File: config.mk
export PLATFORM = sky130hd
export DESIGN_NAME = sobel_grad_sum
export DESIGN_NICKNAME = d
export VERILOG_FILES = /design/src/rtl/sobel_pkg.sv /design/src/rtl/sobel_term_decode.sv /design/src/rtl/sobel_grad_sum.sv
export SDC_FILE = /design/constraint.sdc
export NUM_CORES = 1
export LEC_CHECK = 0
export CAP_MARGIN = 25
export CELL_PAD_IN_SITES_DETAIL_PLACEMENT = 1
export CELL_PAD_IN_SITES_GLOBAL_PLACEMENT = 1
export CORE_ASPECT_RATIO = 1.2
export CORE_MARGIN = 1
export CORE_UTILIZATION = 44
export CTS_CLUSTER_DIAMETER = 30
export DETAILED_ROUTE_END_ITERATION = 12
export GPL_ROUTABILITY_DRIVEN = 0
export PLACE_DENSITY_LB_ADDON = 0.1
export SYNTH_ARGS = -nofsm -noshare
export SYNTH_HDL_FRONTEND = slang
export SYNTH_HIERARCHICAL = 1
export SYNTH_SLANG_ARGS = --single-unit
File: constraint.sdc
create_clock -name clk -period 5.33 [get_ports clk]
set_input_delay 1.066 -clock clk [delete_from_list [all_inputs] [get_ports clk]]
set_output_delay 1.066 -clock clk [all_outputs]
set_load 0.03 [all_outputs]
File: src/rtl/sobel_pkg.sv
// Shared widths, types and arithmetic helpers for the sobel gradient-sum pipeline.
package sobel_pkg;

  localparam int TERM_W  = 8;
  localparam int CTERM_W = 9;
  localparam int GRAD_W  = 11;
  localparam int ABS_W   = 10;
  localparam int MAG_W   = 8;
  localparam logic [MAG_W-1:0] MAG_SAT = 8'd255;

  typedef logic signed [GRAD_W-1:0] grad_t;
  typedef logic [ABS_W-1:0]         abs_t;
  typedef logic [MAG_W-1:0]         mag_t;

  // |g| never exceeds 1020, so the low ABS_W bits of the negation are exact
  function automatic abs_t grad_abs(input grad_t g);
    grad_t neg_v;
    abs_t  res;
    neg_v = -g;
    if (g[GRAD_W-1]) res = neg_v[ABS_W-1:0];
    else             res = g[ABS_W-1:0];
    return res;
  endfunction

  function automatic mag_t sat_mag(input abs_t a, input abs_t b);
    logic [ABS_W:0] sum_v;
    mag_t           res;
    sum_v = {1'b0, a} + {1'b0, b};
    if (sum_v > {3'b000, MAG_SAT}) res = MAG_SAT;
    else                           res = sum_v[MAG_W-1:0];
    return res;
  endfunction

endpackage

File: src/rtl/sobel_term_decode.sv
// Decodes one negative-coefficient term: a zero word means zero, otherwise the
// word is the low W bits of a negative value in -(2^W-1)..-1.
module sobel_term_decode
  import sobel_pkg::*;
#(
  parameter int W = TERM_W
) (
  input  logic [W-1:0]      d,
  output logic signed [W:0] v
);

  // Prepending a set sign bit turns the low bits back into d - 2^W
  always_comb begin
    v = {(W+1){1'b0}};
    if (d == {W{1'b0}}) v = {(W+1){1'b0}};
    else                v = {1'b1, d};
  end

endmodule

File: src/rtl/sobel_grad_sum.sv
// Three-stage Sobel gradient magnitude pipeline with valid/ready flow control.
// Optional per-frame edge-pixel counter enabled by SOBEL_EDGE_CNT_EN.
module sobel_grad_sum
  import sobel_pkg::*;
#(
  parameter int CNT_W = 20
) (
  input  logic               clk,
  input  logic               rst,
  input  logic               in_valid,
  output logic               in_ready,
  input  logic               in_sof,
  input  logic [TERM_W-1:0]  gx_n1,
  input  logic [TERM_W-1:0]  gx_n2,
  input  logic [CTERM_W-1:0] gx_n3,
  input  logic [TERM_W-1:0]  gx_p1,
  input  logic [TERM_W-1:0]  gx_p2,
  input  logic [CTERM_W-1:0] gx_p3,
  input  logic [TERM_W-1:0]  gy_n1,
  input  logic [TERM_W-1:0]  gy_n2,
  input  logic [CTERM_W-1:0] gy_n3,
  input  logic [TERM_W-1:0]  gy_p1,
  input  logic [TERM_W-1:0]  gy_p2,
  input  logic [CTERM_W-1:0] gy_p3,
  input  logic [MAG_W-1:0]   thresh,
  output logic               out_valid,
  input  logic               out_ready,
  output logic [MAG_W-1:0]   out_mag,
  output logic               out_edge,
  output logic               out_sof
`ifdef SOBEL_EDGE_CNT_EN
  ,
  output logic [CNT_W-1:0]   edge_cnt
`endif
);

  logic s1_valid_r, s2_valid_r, s3_valid_r;
  logic en1_s, en2_s, en3_s;

  logic signed [TERM_W:0]  gxn1_s, gxn2_s, gyn1_s, gyn2_s;
  logic signed [CTERM_W:0] gxn3_s, gyn3_s;

  abs_t  gx_pos_r, gy_pos_r;
  grad_t gx_neg_r, gy_neg_r;
  mag_t  thresh1_r, thresh2_r;
  logic  sof1_r, sof2_r;
  abs_t  gx_abs_r, gy_abs_r;
  grad_t gx_s, gy_s;
  mag_t  mag_s;

  sobel_term_decode #(.W(TERM_W))  u_dec_gxn1 (.d(gx_n1), .v(gxn1_s));
  sobel_term_decode #(.W(TERM_W))  u_dec_gxn2 (.d(gx_n2), .v(gxn2_s));
  sobel_term_decode #(.W(CTERM_W)) u_dec_gxn3 (.d(gx_n3), .v(gxn3_s));
  sobel_term_decode #(.W(TERM_W))  u_dec_gyn1 (.d(gy_n1), .v(gyn1_s));
  sobel_term_decode #(.W(TERM_W))  u_dec_gyn2 (.d(gy_n2), .v(gyn2_s));
  sobel_term_decode #(.W(CTERM_W)) u_dec_gyn3 (.d(gy_n3), .v(gyn3_s));

  // A stage may load when it is empty or its content is moving on this cycle
  assign en3_s     = !s3_valid_r || out_ready;
  assign en2_s     = !s2_valid_r || en3_s;
  assign en1_s     = !s1_valid_r || en2_s;
  assign in_ready  = en1_s;
  assign out_valid = s3_valid_r;

  assign gx_s  = $signed({1'b0, gx_pos_r}) + gx_neg_r;
  assign gy_s  = $signed({1'b0, gy_pos_r}) + gy_neg_r;
  assign mag_s = sat_mag(gx_abs_r, gy_abs_r);

  // Stage valid bits
  always_ff @(posedge clk) begin
    if (rst) begin
      s1_valid_r <= 1'b0;
      s2_valid_r <= 1'b0;
      s3_valid_r <= 1'b0;
    end else begin
      if (en1_s) s1_valid_r <= in_valid;
      if (en2_s) s2_valid_r <= s1_valid_r;
      if (en3_s) s3_valid_r <= s2_valid_r;
    end
  end

  // Stage 1: positive and negative partial sums per axis
  always_ff @(posedge clk) begin
    if (rst) begin
      gx_pos_r  <= {ABS_W{1'b0}};
      gy_pos_r  <= {ABS_W{1'b0}};
      gx_neg_r  <= {GRAD_W{1'b0}};
      gy_neg_r  <= {GRAD_W{1'b0}};
      thresh1_r <= {MAG_W{1'b0}};
      sof1_r    <= 1'b0;
    end else if (en1_s && in_valid) begin
      gx_pos_r  <= {2'b00, gx_p1} + {2'b00, gx_p2} + {1'b0, gx_p3};
      gy_pos_r  <= {2'b00, gy_p1} + {2'b00, gy_p2} + {1'b0, gy_p3};
      gx_neg_r  <= {{2{gxn1_s[TERM_W]}}, gxn1_s} + {{2{gxn2_s[TERM_W]}}, gxn2_s}
                 + {gxn3_s[CTERM_W], gxn3_s};
      gy_neg_r  <= {{2{gyn1_s[TERM_W]}}, gyn1_s} + {{2{gyn2_s[TERM_W]}}, gyn2_s}
                 + {gyn3_s[CTERM_W], gyn3_s};
      thresh1_r <= thresh;
      sof1_r    <= in_sof;
    end
  end

  // Stage 2: per-axis absolute gradients
  always_ff @(posedge clk) begin
    if (rst) begin
      gx_abs_r  <= {ABS_W{1'b0}};
      gy_abs_r  <= {ABS_W{1'b0}};
      thresh2_r <= {MAG_W{1'b0}};
      sof2_r    <= 1'b0;
    end else if (en2_s && s1_valid_r) begin
      gx_abs_r  <= grad_abs(gx_s);
      gy_abs_r  <= grad_abs(gy_s);
      thresh2_r <= thresh1_r;
      sof2_r    <= sof1_r;
    end
  end

  // Stage 3: saturated magnitude and edge flag, frozen while stalled
  always_ff @(posedge clk) begin
    if (rst) begin
      out_mag  <= {MAG_W{1'b0}};
      out_edge <= 1'b0;
      out_sof  <= 1'b0;
    end else if (en3_s && s2_valid_r) begin
      out_mag  <= mag_s;
      out_edge <= (mag_s >= thresh2_r);
      out_sof  <= sof2_r;
    end
  end

`ifdef SOBEL_EDGE_CNT_EN
  localparam logic [CNT_W-1:0] CNT_MAX = {CNT_W{1'b1}};

  // Per-frame edge count, restarted by each start-of-frame output beat
  always_ff @(posedge clk) begin
    if (rst) begin
      edge_cnt <= {CNT_W{1'b0}};
    end else if (s3_valid_r && out_ready) begin
      if (out_sof)
        edge_cnt <= {{(CNT_W-1){1'b0}}, out_edge};
      else if (out_edge && (edge_cnt != CNT_MAX))
        edge_cnt <= edge_cnt + {{(CNT_W-1){1'b0}}, 1'b1};
    end
  end
`endif

endmodule

---- Word-level counts from Yosys, hierarchy flattened ----
Index checks and enable logic that the tools add are counted.
word-level totals
  register bits ........................... 93
  input bits .............................. 113
  output and inout port bits .............. 12
  logic and storage cells ................. 55
operators by class
  $add $sub $neg .......................... 13
  $lt $le $gt $ge ......................... 2
  mux-type cells .......................... 9
  reduce and logical (&&, ||, !) cells .... 15
operator list
  kind                                                                              number
  9-bit by 9-bit adder with 10-bit output                                           4
  10-bit 2-to-1 mux                                                                 4
  9-bit 2-to-1 mux                                                                  4
  10-bit by 10-bit adder with 11-bit output                                         3
  8-bit zero test                                                                   4
  11-bit adder                                                                      2
  10-bit negator                                                                    2
  8-bit by 8-bit adder with 9-bit output                                            2
  9-bit zero test                                                                   2
  11-bit by 8-bit greater-than comparator with 1-bit output, second input constant  1
  8-bit greater-or-equal comparator                                                 1
  8-bit 2-to-1 mux                                                                  1
  1-bit logical AND                                                                 3
  1-bit zero test                                                                   3
  1-bit logical OR                                                                  3

---- Longest topological paths before layout ----
  depth in word-level cells ............... 5
  mapped depth ............................ 19
  depth with buffers taken out ............ 18

---- Hierarchy ----
The synthesis kept the hierarchy.
by module, submodules not included
  module                               times used  cells each  area each (um2)  seq. area each (um2)
  sobel_grad_sum                       1           858         7275.7           1861.8
  sobel_term_decode at u_dec_gxn1 ...  4           11          46.3             0.0
  sobel_term_decode at u_dec_gxn3 ...  2           13          53.8             0.0

---- Least setup slack after synthesis ----
No wires, ideal clock.
  path kind ............................... flip-flop to flip-flop
  start point ............................. register gx_abs_r[0]
  end point ............................... register out_edge
  setup time .............................. 0.140 ns
  data arrival time ....................... 3.436 ns
  required time ........................... 5.190 ns
  setup slack ............................. 1.754 ns
  cell stages (with the launch flop) ...... 20
  buffers on the path ..................... 1
  clock period less this slack ............ 3.576 ns
  cell sequence ........................... dfxtp_1 -> ha_1 -> inv_1 -> fa_1 -> nor2b_1 -> o21ai_0 -> a21boi_0 -> o41ai_1 -> or3_1 -> o21bai_1 -> buf_4 -> and2_1 -> ha_1 -> nand2b_1 -> a21o_1 -> a21o_1 -> a211oi_1 -> o21ai_0 -> o211ai_1 -> a311oi_1
on the way
  longest elaborated chain between the ends .. 4
RTL lines
  element                                                    RTL line               source
  start, declared                                            sobel_grad_sum.sv:47   abs_t gx_abs_r, gy_abs_r;
  start signal, assigned                                     sobel_grad_sum.sv:106  gx_abs_r <= {ABS_W{1'b0}};
  start signal, assigned                                     sobel_grad_sum.sv:111  gx_abs_r <= grad_abs(gx_s);
  10-bit by 10-bit adder with 11-bit output *                sobel_pkg.sv:28        sum_v = {1'b0, a} + {1'b0, b};
  11-bit by 8-bit greater-than comparator with 1-bit output  sobel_pkg.sv:29        if (sum_v > {3'b000, MAG_SAT}) res = MAG_SAT;
  8-bit 2-to-1 mux *                                         sobel_pkg.sv:29
  8-bit greater-or-equal comparator *                        sobel_grad_sum.sv:126  out_edge <= (mag_s >= thresh2_r);
  end signal, assigned                                       sobel_grad_sum.sv:126
  end, declared                                              sobel_grad_sum.sv:29   output logic out_edge,
Mark *: on every way between the ends. The rest lies on a longest branch, timed or not.
A chain may end at the register's enable or synchronous reset.

---- Final worst setup path ----
Same ends and word-level chain as after synthesis.

==> results_dict.tcl <==
set metrics [dict create \
    status "complete, no violations" \
    fp.dieW_um 122 \
    num-nets-final 1216 \
    row_count 52 \
    fmax_mhz 257 \
    final_common_cell "clkdlybuf4s50_1" \
    synth_top_family_by_area "adder cells" \
    cts_hold_buf 0 \
    wl_um 18600 \
    yosys.area_share.simple_pct 18.5 \
    end_kind "register" \
    slew_violations 0 \
    drc 0 \
    ys.flop_type "dfxtp_1" \
    fin_crit_ps 3900 \
    drtAntennaViolNets 0 \
    synth.area.mux_share_pct 0.397 \
    rsz0062_at_grt "false" \
    post-place-cells 1190 \
    dieArea_um2 17700 \
    pin_count 125 \
    final_cell_mix "123 x clkdlybuf4s50_1, 103 x nand2_1, 93 x dfxtp_1" \
    crit_fanout 14 \
    clk_pin_slew_worst_paths_ps 70 \
    ys_types 57 \
    cts_tree "done" \
    syn_inst 928 \
    syn-num-nets 1158 \
    ys_warn_count 6 \
    vias 6520 \
    worst_setup_path_start_kind "register" \
    grt_max_degree 104 \
    insertedDiodeCount 0 \
    core_um2 16900 \
    avgSynthCellArea_um2 8.16 \
    whs_ps 444 \
    fin_cells 1207 \
    clkSinkCount 93 \
    path_cells "ha_1, inv_1, fa_1, nor2b_1, o21ai_0, a21boi_0, o41ai_1, nor3b_1, o21bai_1, buf_4, and2_1, ha_1, nand2b_1, a21o_1, a21o_1, a211oi_1, o21ai_0, o211ai_1, a311oi_1" \
    grtUsageTotal_pct 21.8 \
    ys_seq_elements 93 \
    syn_to_final_growth_pct 20.9 \
    finalHoldViolCount 0 \
    clock_skew_ps 10.9 \
    synth-edff-count 0 \
    die_h_um 146 \
    synth_compound_area_share_pct 19.7 \
    irDropWorstVdd_mv 0.161 \
    drtIter0Drc 238 \
    post_cts_resized 0 \
    root_buffer "clkbuf_16" \
    slowest_delay_ps 410 \
    min_path_type "register to register" \
    fin_crit_sh_pct 73.1 \
    cts_made_buffers 9 \
    post-dp-hpwl_um 14800 \
    ys_seq_area_share_pct 24.6 \
    worstMarginPinSlew_ps 960 \
    antenna_found_initial 0 \
    cts_setup_buffers 0 \
    arrival_ps 4120 \
    slew_headroom_pct 35.8 \
    grt_pass1_wl_um 31100 \
    leakagePower_nw 3.76 \
    max_cap_viol_count 0 \
    grt-ovfl-total 0 \
    clock_latency_ps 350 \
    worst_path_max_delay_cell "nor3b_1" \
    crit_required_ps 5550 \
    dr.pass1.iters 4 \
    htreeDepth 3 \
    synthesis.area_um2 7570 \
    via_per_inst 5.40 \
    powerDensity_nw_per_um2 282 \
    port_buffers 124 \
    wire_per_inst_um 15.4 \
    setup-violations-final 0 \
    initial_core_util_pct 44.9 \
    synthArstFlopShare_pct 0 \
    grt_pass1_vias 6803 \
    synth_xor_area_share_pct 5.21 \
    setup_tns_ps 0 \
    crit_type "register to register" \
    clockBufferDepth 2 \
    drive_above_1_share_pct 4.04 \
    synth_fa_ha_area_share_pct 23.6 \
]
stage by stage:
stage / utilization [%] / total power, mW / worst slack (ps) / area (µm²)
6_report: 54.3 / 2.58 / 1430 / 9150
5_1_grt: 54.3 / 2.77 / 1090 / 9150
4_1_cts: 54.1 / 2.61 / 1350 / 9120
3_5_place_dp: 52.2 / 1.89 / 1310 / 8800
3_3_place_gp: 52.2 / 1.87 / 1340 / 8800
2_1_floorplan: - / 1.59 / 1750 / 7570
critical path, delay by kind of cell, from the launching register on:
kind,cells,cell delay (ps)
AND/OR/NAND/NOR,4,760
AO/OA/AOI/OAI,10,1780
buffers and inverters,2,270
adder cells (fa/ha/maj),3,640
flip-flops,1,330
cell usage after synthesis (4+ instances only):
master	number	area, µm²
nand2_1	104	390
dfxtp_1	93	1860
clkbuf_1	79	297
a21oi_1	77	385
ha_1	74	926
inv_1	68	255
nor2_1	68	255
fa_1	43	861
o21ai_0	37	185
a211oi_1	28	210
xnor2_1	27	236
nor3_1	24	120
nor2b_1	20	125
a21o_1	19	143
xor2_1	18	158
nand3_1	15	75.1
a311oi_1	12	105
nor3b_1	11	82.6
nor4_1	11	68.8
a21boi_0	9	67.6
nand3b_1	9	67.6
o21a_1	7	52.6
o211ai_1	6	45.0
nand2b_1	5	31.3
or3_1	5	31.3
a211o_1	4	35.0
and2_1	4	25.0
o31ai_1	4	30.0
or4_1	4	30.0
final cells by class:
class                      instances  area, µm²
fill                            2005       7700
multi-input combinational        682       5120
sequential                        93       1860
timing repair buffer             132       1320
tap                              216        270
inverter                          68        255
clock buffer                      10        229
clock inverter                     6       95.1
layer usage:
metal / vias up / part of all wire, % / GRT usage (%)
li1: 3294 / - / -
met1: 3100 / 44 / 25.8
met2: 105 / 52 / 40.6
met3: 21 / 2.4 / 2.82
met4: 0 / 1.5 / 5.74
met5: - / 0 / 0
state kept, by name, indices dropped and copies added, names as in the netlist:
register	flops
gx_neg_r	11
out_mag	8
gx_pos_r	10
s1_valid_r	1
sof2_r	1
gy_neg_r	11
s2_valid_r	1
out_valid	1
sof1_r	1
gx_abs_r	10
thresh2_r	8
gy_pos_r	10
out_sof	1
out_edge	1
thresh1_r	8
gy_abs_r	10
logic make-up (layout without fill, tap and decap cells):
kind of cell | count (synthesis) | count (layout)
mux | 3 | 3
fa+ha+maj | 117 | 117
simple gates | 293 | 293
flops | 93 | 93
compound gates | 224 | 224
buf+inv | 153 | 216
xor+xnor | 45 | 45
path summary, 6_finish.rpt:
| path | from | end | slack [ps] | cells after the start |
|---|---|---|---|---|
| worst max-delay path | gx_abs_r[0] | out_edge | 1430 | 19 |
| worst min-delay path | sof1_r | sof2_r | 440 | 2 |
| worst max register to register | gx_abs_r[0] | out_edge | 1430 | 19 |
| worst min register to register | sof1_r | sof2_r | 440 | 2 |
power breakdown:
part / internal (mW) / leakage (nW) / switching (mW)
Sequential: 0.764 / 0.765 / 0.0451
Clock: 0.416 / 0.157 / 0.288
Combinational: 0.490 / 2.84 / 0.579
(Power assumes the default switching activity.)
